**config.mk**
```make
export PLATFORM = sky130hd
export DESIGN_NAME = writeback_regfile
export DESIGN_NICKNAME = d
export VERILOG_FILES = /design/src/rtl/wb_pkg.sv /design/src/rtl/regfile_array.sv /design/src/rtl/writeback_regfile.sv
export SDC_FILE = /design/constraint.sdc
export NUM_CORES = 1
export LEC_CHECK = 0
export CORE_MARGIN = 2
export CORE_UTILIZATION = 50
export DETAILED_ROUTE_END_ITERATION = 7
export PLACE_DENSITY = 0.77
export RECOVER_POWER = 100
export SKIP_CTS_REPAIR_TIMING = 1
export SYNTH_ARGS = -nofsm -noshare
export SYNTH_HDL_FRONTEND = slang
export SYNTH_SLANG_ARGS = --single-unit
```
**constraint.sdc**
```tcl
create_clock -name clk -period 4 [get_ports clk]
set_input_delay 0.6 -clock clk [delete_from_list [all_inputs] [get_ports clk]]
set_output_delay 0.6 -clock clk [all_outputs]
set_load 0.05 [all_outputs]
```
**src/rtl/wb_pkg.sv**
```systemverilog
// Shared widths, writeback source-select encodings and clear-FSM state type.
package wb_pkg;

  localparam int unsigned DATA_W = 16;
  localparam int unsigned NWIN   = 4;
  localparam int unsigned NREG   = 4;

  // RegDatao4 source-select encodings
  localparam logic [1:0] SEL_ALU  = 2'b00;
  localparam logic [1:0] SEL_MEM  = 2'b01;
  localparam logic [1:0] SEL_REGB = 2'b10;
  localparam logic [1:0] SEL_NONE = 2'b11;

  typedef enum logic [0:0] {
    StIdle,
    StClear
  } wb_state_e;

endpackage

```
**src/rtl/regfile_array.sv**
```systemverilog
// Register storage: one write port, one single-word clear port, two async read ports.
module regfile_array #(
  parameter int unsigned DATA_W = 16,
  parameter int unsigned ADDR_W = 4
) (
  input  logic              clk,
  input  logic              rst,
  input  logic              we,
  input  logic [ADDR_W-1:0] waddr,
  input  logic [DATA_W-1:0] wdata,
  input  logic              clr,
  input  logic [ADDR_W-1:0] clr_addr,
  input  logic [ADDR_W-1:0] raddr_a,
  input  logic [ADDR_W-1:0] raddr_b,
  output logic [DATA_W-1:0] rdata_a,
  output logic [DATA_W-1:0] rdata_b
);

  localparam int unsigned DEPTH = 1 << ADDR_W;

  logic [DATA_W-1:0] mem_q [DEPTH];

  // Storage update; the write port is applied after the clear so it wins on a shared address.
  always_ff @(posedge clk) begin
    if (rst) begin
      for (int i = 0; i < DEPTH; i++) begin
        mem_q[i] <= '0;
      end
    end else begin
      if (clr) begin
        mem_q[clr_addr] <= '0;
      end
      if (we) begin
        mem_q[waddr] <= wdata;
      end
    end
  end

  assign rdata_a = mem_q[raddr_a];
  assign rdata_b = mem_q[raddr_b];

endmodule

```
**src/rtl/writeback_regfile.sv**
```systemverilog
// Windowed writeback register file with read bypass and a background window-clear engine.
module writeback_regfile #(
  parameter int unsigned DATA_W = wb_pkg::DATA_W,
  parameter int unsigned NWIN   = wb_pkg::NWIN,
  parameter int unsigned NREG   = wb_pkg::NREG
) (
  input  logic                    clk,
  input  logic                    rst,
  input  logic [15:0]             Instout,
  input  logic [DATA_W-1:0]       W4,
  input  logic [DATA_W-1:0]       Memoryout,
  input  logic [DATA_W-1:0]       Regbout,
  input  logic                    RegWriteo4,
  input  logic [1:0]              RegDatao4,
  input  logic [$clog2(NWIN)-1:0] WindowRout,
  input  logic                    clr_win,
  input  logic [$clog2(NWIN)-1:0] clr_idx,
  input  logic [$clog2(NWIN)-1:0] ra_win,
  input  logic [$clog2(NREG)-1:0] ra_idx,
  input  logic [$clog2(NWIN)-1:0] rb_win,
  input  logic [$clog2(NREG)-1:0] rb_idx,
  output logic [DATA_W-1:0]       Regaout,
  output logic [DATA_W-1:0]       Regbrd,
  output logic [DATA_W-1:0]       wb_data,
  output logic                    wb_valid,
  output logic                    busy
);

  import wb_pkg::*;

  localparam int unsigned WIN_BITS  = $clog2(NWIN);
  localparam int unsigned IDX_BITS  = $clog2(NREG);
  localparam int unsigned ADDR_BITS = WIN_BITS + IDX_BITS;

  wb_state_e             state_q, state_d;
  logic [IDX_BITS-1:0]   cnt_q, cnt_d;
  logic [WIN_BITS-1:0]   win_q, win_d;
  logic                  clr_en;
  logic [ADDR_BITS-1:0]  waddr, clr_addr, raddr_a, raddr_b;
  logic [DATA_W-1:0]     rdata_a, rdata_b;

  // Only the destination index field of the instruction is used here.
  logic unused_instout;
  assign unused_instout = ^{Instout[15:4], Instout[1:0]};

  // Writeback source select; the reserved code yields zero and never writes.
  always_comb begin
    wb_data  = '0;
    wb_valid = 1'b0;
    unique case (RegDatao4)
      SEL_ALU:  wb_data = W4;
      SEL_MEM:  wb_data = Memoryout;
      SEL_REGB: wb_data = Regbout;
      SEL_NONE: wb_data = '0;
      default:  wb_data = '0;
    endcase
    wb_valid = RegWriteo4 && (RegDatao4 != SEL_NONE);
  end

  assign waddr   = {WindowRout, Instout[3:2]};
  assign raddr_a = {ra_win, ra_idx};
  assign raddr_b = {rb_win, rb_idx};

  // Clear FSM state, counter and latched window.
  always_ff @(posedge clk) begin
    if (rst) begin
      state_q <= StIdle;
      cnt_q   <= '0;
      win_q   <= '0;
    end else begin
      state_q <= state_d;
      cnt_q   <= cnt_d;
      win_q   <= win_d;
    end
  end

  // Clear next-state: walk the latched window one register per cycle; new requests are ignored.
  always_comb begin
    state_d  = state_q;
    cnt_d    = cnt_q;
    win_d    = win_q;
    clr_en   = 1'b0;
    clr_addr = {win_q, cnt_q};
    unique case (state_q)
      StIdle: begin
        if (clr_win) begin
          state_d = StClear;
          win_d   = clr_idx;
          cnt_d   = '0;
        end
      end
      StClear: begin
        clr_en = 1'b1;
        cnt_d  = cnt_q + 1'b1;
        if (cnt_q == IDX_BITS'(NREG - 1)) begin
          state_d = StIdle;
        end
      end
      default: state_d = StIdle;
    endcase
  end

  assign busy = (state_q == StClear);

  regfile_array #(
    .DATA_W (DATA_W),
    .ADDR_W (ADDR_BITS)
  ) u_array (
    .clk      (clk),
    .rst      (rst),
    .we       (wb_valid),
    .waddr    (waddr),
    .wdata    (wb_data),
    .clr      (clr_en),
    .clr_addr (clr_addr),
    .raddr_a  (raddr_a),
    .raddr_b  (raddr_b),
    .rdata_a  (rdata_a),
    .rdata_b  (rdata_b)
  );

  // Read ports forward the in-flight writeback when addresses match.
  always_comb begin
    Regaout = (wb_valid && (raddr_a == waddr)) ? wb_data : rdata_a;
    Regbrd  = (wb_valid && (raddr_b == waddr)) ? wb_data : rdata_b;
  end

endmodule

```
==> metrics.yaml, run 1 <==
run_status:
  status: "complete, no violations"
synth:
  ys_async_sr_fraction_pct: 0
  yosysWarnings: 0
  ys_top_cells_by_count: "nor2_1 (281), edfxtp_1 (256), mux4_2 (102)"
  synth_cells: 998
  synthFlopType: "edfxtp_1"
  yosysMostFrequentCell: "nor2_1"
  synth_nets: 1084
  syn-cell-area_um2: 14300
  synth_top_area_share_pct: 53.7
  ys_types: 34
  ys_ff_latch: 261
  synth_edf_count: 256
  yosys.area.top_type: "edfxtp_1"
  avgSynthCellArea_um2: 14.3
  ys_seq_area_share_pct: 54.4
  synth_area_leaders: "edfxtp_1 (54%), mux4_2 (16%), nor2_1 (7.4%)"
cts:
  cts_inserted_buffers: 27
  clk-insertion-delay-late_ns: 0.53
  cts_tree: "done"
  cts_sinks: 261
  htree_num_levels: 1
  clockBufferDepth: 3
  cts_root_buffer: "clkbuf_16"
  path_clk_slew_ns: 0.06
timing:
  setup_violations: 0
  period_minus_slack_ns: 3.69
  final_max_slew_viol_count: 0
  final.setup.tns_ns: 0
  hold_viol: 0
  worst_slack_ns: 0.307
  fin_crit_sh_pct: 92.3
  max_freq_mhz: 271
  max_slew_margin_pct: 8.96
  fin_worst_skew_ns: 0.00881
  rsz0062_at_grt: "no"
  tightestPinTransition_ns: 1.37
cells_and_area:
  n_antenna_cell: 0
  multi_input_comb_area_um2: 5860
  layoutNonFillerInstCount: 1523
  fin_util_pct: 58.6
  drive_gt1_share_pct: 21.9
  final.fill_count: 2215
  final-seq-area_um2: 7790
  nets: 1213
  area_growth_pct: 14.8
placement:
  port_buffers: 117
  hpwl_um: 27200
  dp_cells: 1476
  place.gp.congestion: 0.827
  dp_slack_ns: 0.467
routing:
  wl_per_cell_um: 27.5
  wirelength_um: 41900
  drt_first_pass_iters: 7
  drc_errors: 0
  vias: 9991
  avgViaCountPerCell: 6.56
  drt_iter0_drc: 1142
  ant_nets: 0
floorplanning:
  start_util_pct: 51.1
  core_um2: 28000
  die_h_um: 173
  core.rowCount: 61
  die_area_um2: 30000
  die_w_um: 173
  ios: 132
setup_path:
  r2r_slack_ns: 1.43
  crit_chain: "dlygate4sd3_1 > clkbuf_1 > nor2b_2 > buf_4 > a21oi_2 > mux2i_1 > clkbuf_2"
  path_delay_family: "buffers and inverters"
  r2r-end: "u_array.mem_q[13][6]"
  end_kind: "primary output"
  crit_fanout: 13
  cp-startpoint: "RegDatao4[0]"
  r2r-start: "busy"
  startpoint_type: "input pin"
  cpPeakStageDelay_ns: 0.87
  crit_required_ns: 3.40
  cp_slowest_cell: "dlygate4sd3_1"
  worstPathArrival_ns: 3.09
  crit_buf_inv: 4
  crit_type: "input pin to primary output"
  worstSetupEndpoint: "Regbrd[0]"
  worst_r2r_path_depth: 3
  path_depth: 7
power_and_ir_drop:
  leakagePower_nw: 6.18
  ir_worst_vdd_mv: 0.292
  pwr_density_cell_nw_per_um2: 408
global_routing:
  grtUsageTotal_pct: 27.8
  overflow: 0
  grt_max_degree: 25
  grt_pass1_vias: 10200
  antenna_found_initial: 0
  grt_pass1_wl_um: 62000
hold_path:
  min_path_type: "flop to flop"
flow_run:
  max_cap_viol_count: 0
==> worst min-delay path, cell delays in order (launching register included) <==
cell	delay [ns]
dfxtp_1	0.39
mux2i_1	0.16
nor2_1	0.05
==> per-stage QoR <==
stage | total power, mW | area [µm²] | hold slack [ns]
after floorplan | 3.99 | 14300 | 0.556
after global placement | 4.40 | 16000 | 0.600
after detailed placement | 4.43 | 16000 | 0.631
after CTS | 6.75 | 16800 | 0.639
after global routing | 6.85 | 16400 | 0.670
final | 6.69 | 16400 | 0.644
==> cells by family after synthesis <==
kind of cell	count (synthesis)	synth area share [%]
adder cells (fa/ha/maj)	4	0.350
buffers and inverters	112	4.10
AND/OR/NAND/NOR	335	9.71
AO/OA/AOI/OAI	100	6.56
flip-flops	261	54.4
XOR/XNOR	8	0.490
multiplexers	178	24.3
==> where the power goes <==
part | switching, mW | leakage [nW] | internal (mW) | total, mW
Sequential | 0.0642 | 2.69 | 3.12 | 3.19
Clock | 0.996 | 0.403 | 1.38 | 2.37
Combinational | 0.731 | 3.09 | 0.402 | 1.13
Total | 1.79 | 6.18 | 4.90 | 6.69
==> per-layer routing <==
layer / up-vias / global-route usage [%] / part of all wire (%)
met1: 5025 / 35.4 / 36
li1: 4130 / - / -
met5: - / 0 / 0
met2: 696 / 47.2 / 50
met4: 0 / 11.3 / 3.8
met3: 140 / 5.36 / 11
==> worst min-delay path by stage <==
stage / startpoint / end / cells past startpoint
2_1_floorplan: win_q[1] / win_q[1] / 2
3_3_place_gp: win_q[1] / win_q[1] / 2
3_5_place_dp: win_q[0] / win_q[0] / 2
4_1_cts: win_q[0] / win_q[0] / 2
5_1_grt: win_q[0] / win_q[0] / 2
6_report: win_q[0] / win_q[0] / 2
==> sequential cells by signal, summed over array words and instances, names as in the netlist <==
signal	count
u_array.mem_q	256
busy	1
win_q	2
cnt_q	2
==> cell usage in the layout (no fill, tap or decap), types with 2 or more instances in the layout <==
master and instances:
mux4_2 102, buf_2 2, ha_1 4, a21oi_1 14, clkbuf_1 65, clkinv_1 2, a22o_1 32, a31oi_1 12
a221oi_2 15, nand2_1 25, inv_1 9, dlygate4sd3_1 3, dfxtp_1 5, inv_2 10, buf_12 6, a221oi_1 17
nor2b_1 9, nor3_1 2, nand3_2 2, buf_4 35, mux2i_1 50, nand3_1 2, and4bb_1 2, nor4_2 2
nor2_1 281, mux4_1 26, clkinv_2 4, and2_1 2, a21oi_2 5, clkbuf_16 28, edfxtp_1 256, a41oi_1 4
clkbuf_8 2, clkdlybuf4s50_1 62, clkbuf_2 29, xor2_1 8, nand2_2 5
==> layout make-up <==
class | count | share of cell area, %
timing repair buffer | 193 | 8.52
tap | 378 | 2.88
clock buffer | 39 | 4.64
clock inverter | 8 | 0.396
inverter | 19 | 0.434
sequential | 261 | 47.4
multi-input combinational | 625 | 35.7
Power figures use the tool's default switching activity.
==> inputs of run 2 (changes only) <==
SETUP_SLACK_MARGIN = 0.3   (was default)
==> results of run 2 <==
No change in the layout: final DEF, timing and power equal those of run 1.
==> inputs of run 3 (changes only) <==
PLACE_DENSITY = 0.8   (was 0.77)
clock period = 3.27 ns   (was 4 ns; I/O delays follow)
==> run 3 against run 2 <==
Clock power increased by 24%. Clock skew is 0.0025 ns lower. Combinational power up 29%. Design area grew 1.3%. Global-route usage is 0.19 points higher. Power rose by 24%. Highest routed layer unchanged.
==> metrics.yaml, run 3 (synthesis gave the netlist of run 1 again) <==
run_status:
  status: "complete, no violations"
cells_and_area:
  largest_register_ffs: 256  # unchanged
  final.fill_count: 2167  # -2.2%
  drive_gt1_share_pct: 24.8  # +2.9 points
  area_growth_pct: 16.4
  nets: 1218  # +0.41%
  top_regs: "u_array.mem_q (256), cnt_q (2), win_q (2)"
  regMostFlops: "u_array.mem_q"
  multi_input_comb_area_um2: 5870  # about the same
  final_common_cell: "nor2_1"
  most-common-layout-cells: "nor2_1 (281), edfxtp_1 (256), mux4_2 (102)"
  layoutNonFillerInstCount: 1531  # +0.53%
  final-seq-area_um2: 7790  # unchanged
routing:
  drt_first_pass_iters: 5  # -2
  drc_errors: 0  # unchanged
  avgViaCountPerCell: 6.59  # +0.48%
  wl_per_cell_um: 27.7  # +0.62%
  wirelength_um: 42400  # +1.2%
  ant_nets: 0  # unchanged
  vias: 10100  # +1.0%
  drt_iter0_drc: 1347  # +18%
floorplanning:
  ios: 132  # unchanged
  die_area_um2: 30000  # unchanged
  die_h_um: 173  # unchanged
  core_um2: 28000  # unchanged
  start_util_pct: 51.1  # unchanged
  core.rowCount: 61  # unchanged
  die_w_um: 173  # unchanged
power_and_ir_drop:
  p_switching_mw: 2.22  # +24%
  leakagePower_nw: 6.37  # +3.1%
  pwr_density_cell_nw_per_um2: 499  # +22%
  p_seq_share_pct: 46.9  # -0.7 points
  ir_worst_vdd_mv: 0.316  # +8.1%
  p_comb_share_pct: 17.6  # +0.7 points
  clkPwrFrac_pct: 35.5  # about the same
  intPower_mw: 6.09  # +24%
  swShare_pct: 26.7  # -0.055 points
placement:
  port_buffers: 117  # unchanged
  dp_cells: 1482  # +0.41%
  hpwl_um: 27000  # -0.74%
  place.gp.congestion: 0.848  # +2.5%
global_routing:
  grt_max_degree: 50  # +100%
  antenna_found_initial: 0  # unchanged
  grtUsageTotal_pct: 28.0  # +0.19 points
  grt_pass1_wl_um: 62700  # +1.0%
  grt_pass1_vias: 10500  # +2.4%
  overflow: 0  # unchanged
setup_path:
  startpoint_type: "input pin"
  cp_slowest_cell: "mux4_1"
  crit_chain: "clkbuf_2 > buf_12 > mux4_1 > a22o_1 > a221oi_1 > mux2i_1 > clkbuf_2"
  cp_common_cell: "clkbuf_2"
  crit_required_ns: 2.78  # -0.62 ns
  cpPeakStageDelay_ns: 0.58  # -0.29 ns
  crit_fanout: 16  # +3
  worstPathArrival_ns: 2.59  # -0.50 ns
  crit_type: "input pin to primary output"
  end_kind: "primary output"
cts:
  cts_root_buffer: "clkbuf_16"
  clk-insertion-delay-late_ns: 0.53  # about the same
  htree_num_levels: 1  # unchanged
  path_clk_slew_ns: 0.06  # about the same
  clockBufferDepth: 3  # unchanged
  cts_tree: "done"
  cts_inserted_buffers: 26  # -3.7%
  cts_sinks: 261  # unchanged
timing:
  fin_worst_skew_ns: 0.00636  # -0.00245 ns
  max_freq_mhz: 325
  hold_viol: 0  # unchanged
  fin_crit_sh_pct: 94.1
  tightestPinTransition_ns: 1.30  # -0.0647 ns
  max_slew_margin_pct: 13.3  # +4.3 points
  setup_violations: 0  # unchanged
  final.setup.tns_ns: 0  # unchanged
  period_minus_slack_ns: 3.08
  rsz0062_at_grt: "no"
  hold_slack_ns: 0.583  # -0.0607 ns
  final_max_slew_viol_count: 0  # unchanged
hold_path:
  min_path_type: "input pin to flop"
flow_run:
  max_cap_viol_count: 0  # unchanged
## run 3: final cells by class
type                    count  area share [%]
repair buffers            199            9.68
diodes                      1          0.0150
well taps                 378            2.84
multi-input cells         625            35.2
flip-flops and latches    261            46.8
inverters                  19           0.429
clock buffers              40            4.47
clock inverters             8           0.534
## run 3: worst max-delay path, delay by kind of cell
kind / cells / cell delay (ns)
AO/OA/AOI/OAI: 2 / 0.51
multiplexers: 2 / 0.76
buffers and inverters: 3 / 0.79
## run 3: final timing paths
kind         startpoint  slack (ns)  depth (start not counted)                  end
max reg2reg    win_q[0]        0.95                          4  u_array.mem_q[6][0]
min          clr_idx[0]        0.58                          3             win_q[0]
min reg2reg    win_q[0]        0.61                          2             win_q[0]
max           rb_idx[0]        0.19                          7           Regbrd[15]
## run 3: power groups by stage
stage	combinational [mW]	sequential (mW)	clock, mW
2_1_floorplan	0.956	3.93	0
3_3_place_gp	1.46	3.93	0
3_5_place_dp	1.48	3.95	0
4_1_cts	1.49	3.89	2.95
5_1_grt	1.52	3.91	3.06
6_report	1.46	3.89	2.95
## run 3: metrics by stage
stage                     power [mW]  utilization (%)  cell area (µm²)  setup slack, ns
after detailed placement        5.43             57.3            16000            0.310
after global placement          5.40             57.3            16000            0.304
final                           8.31             59.4            16600            0.194
after CTS                       8.32             60.3            16900            0.300
after global routing            8.49             59.4            16600            0.158
after floorplan                 4.88                -            14300            0.388
## run 3: layer usage
layer	global-route usage, %	vias up	routed length, µm
li1	-	4141	-
met1	35.4	5008	15200
met4	12.1	0	1600
met2	45.9	809	20500
met3	7.21	134	5170
met5	0	-	0
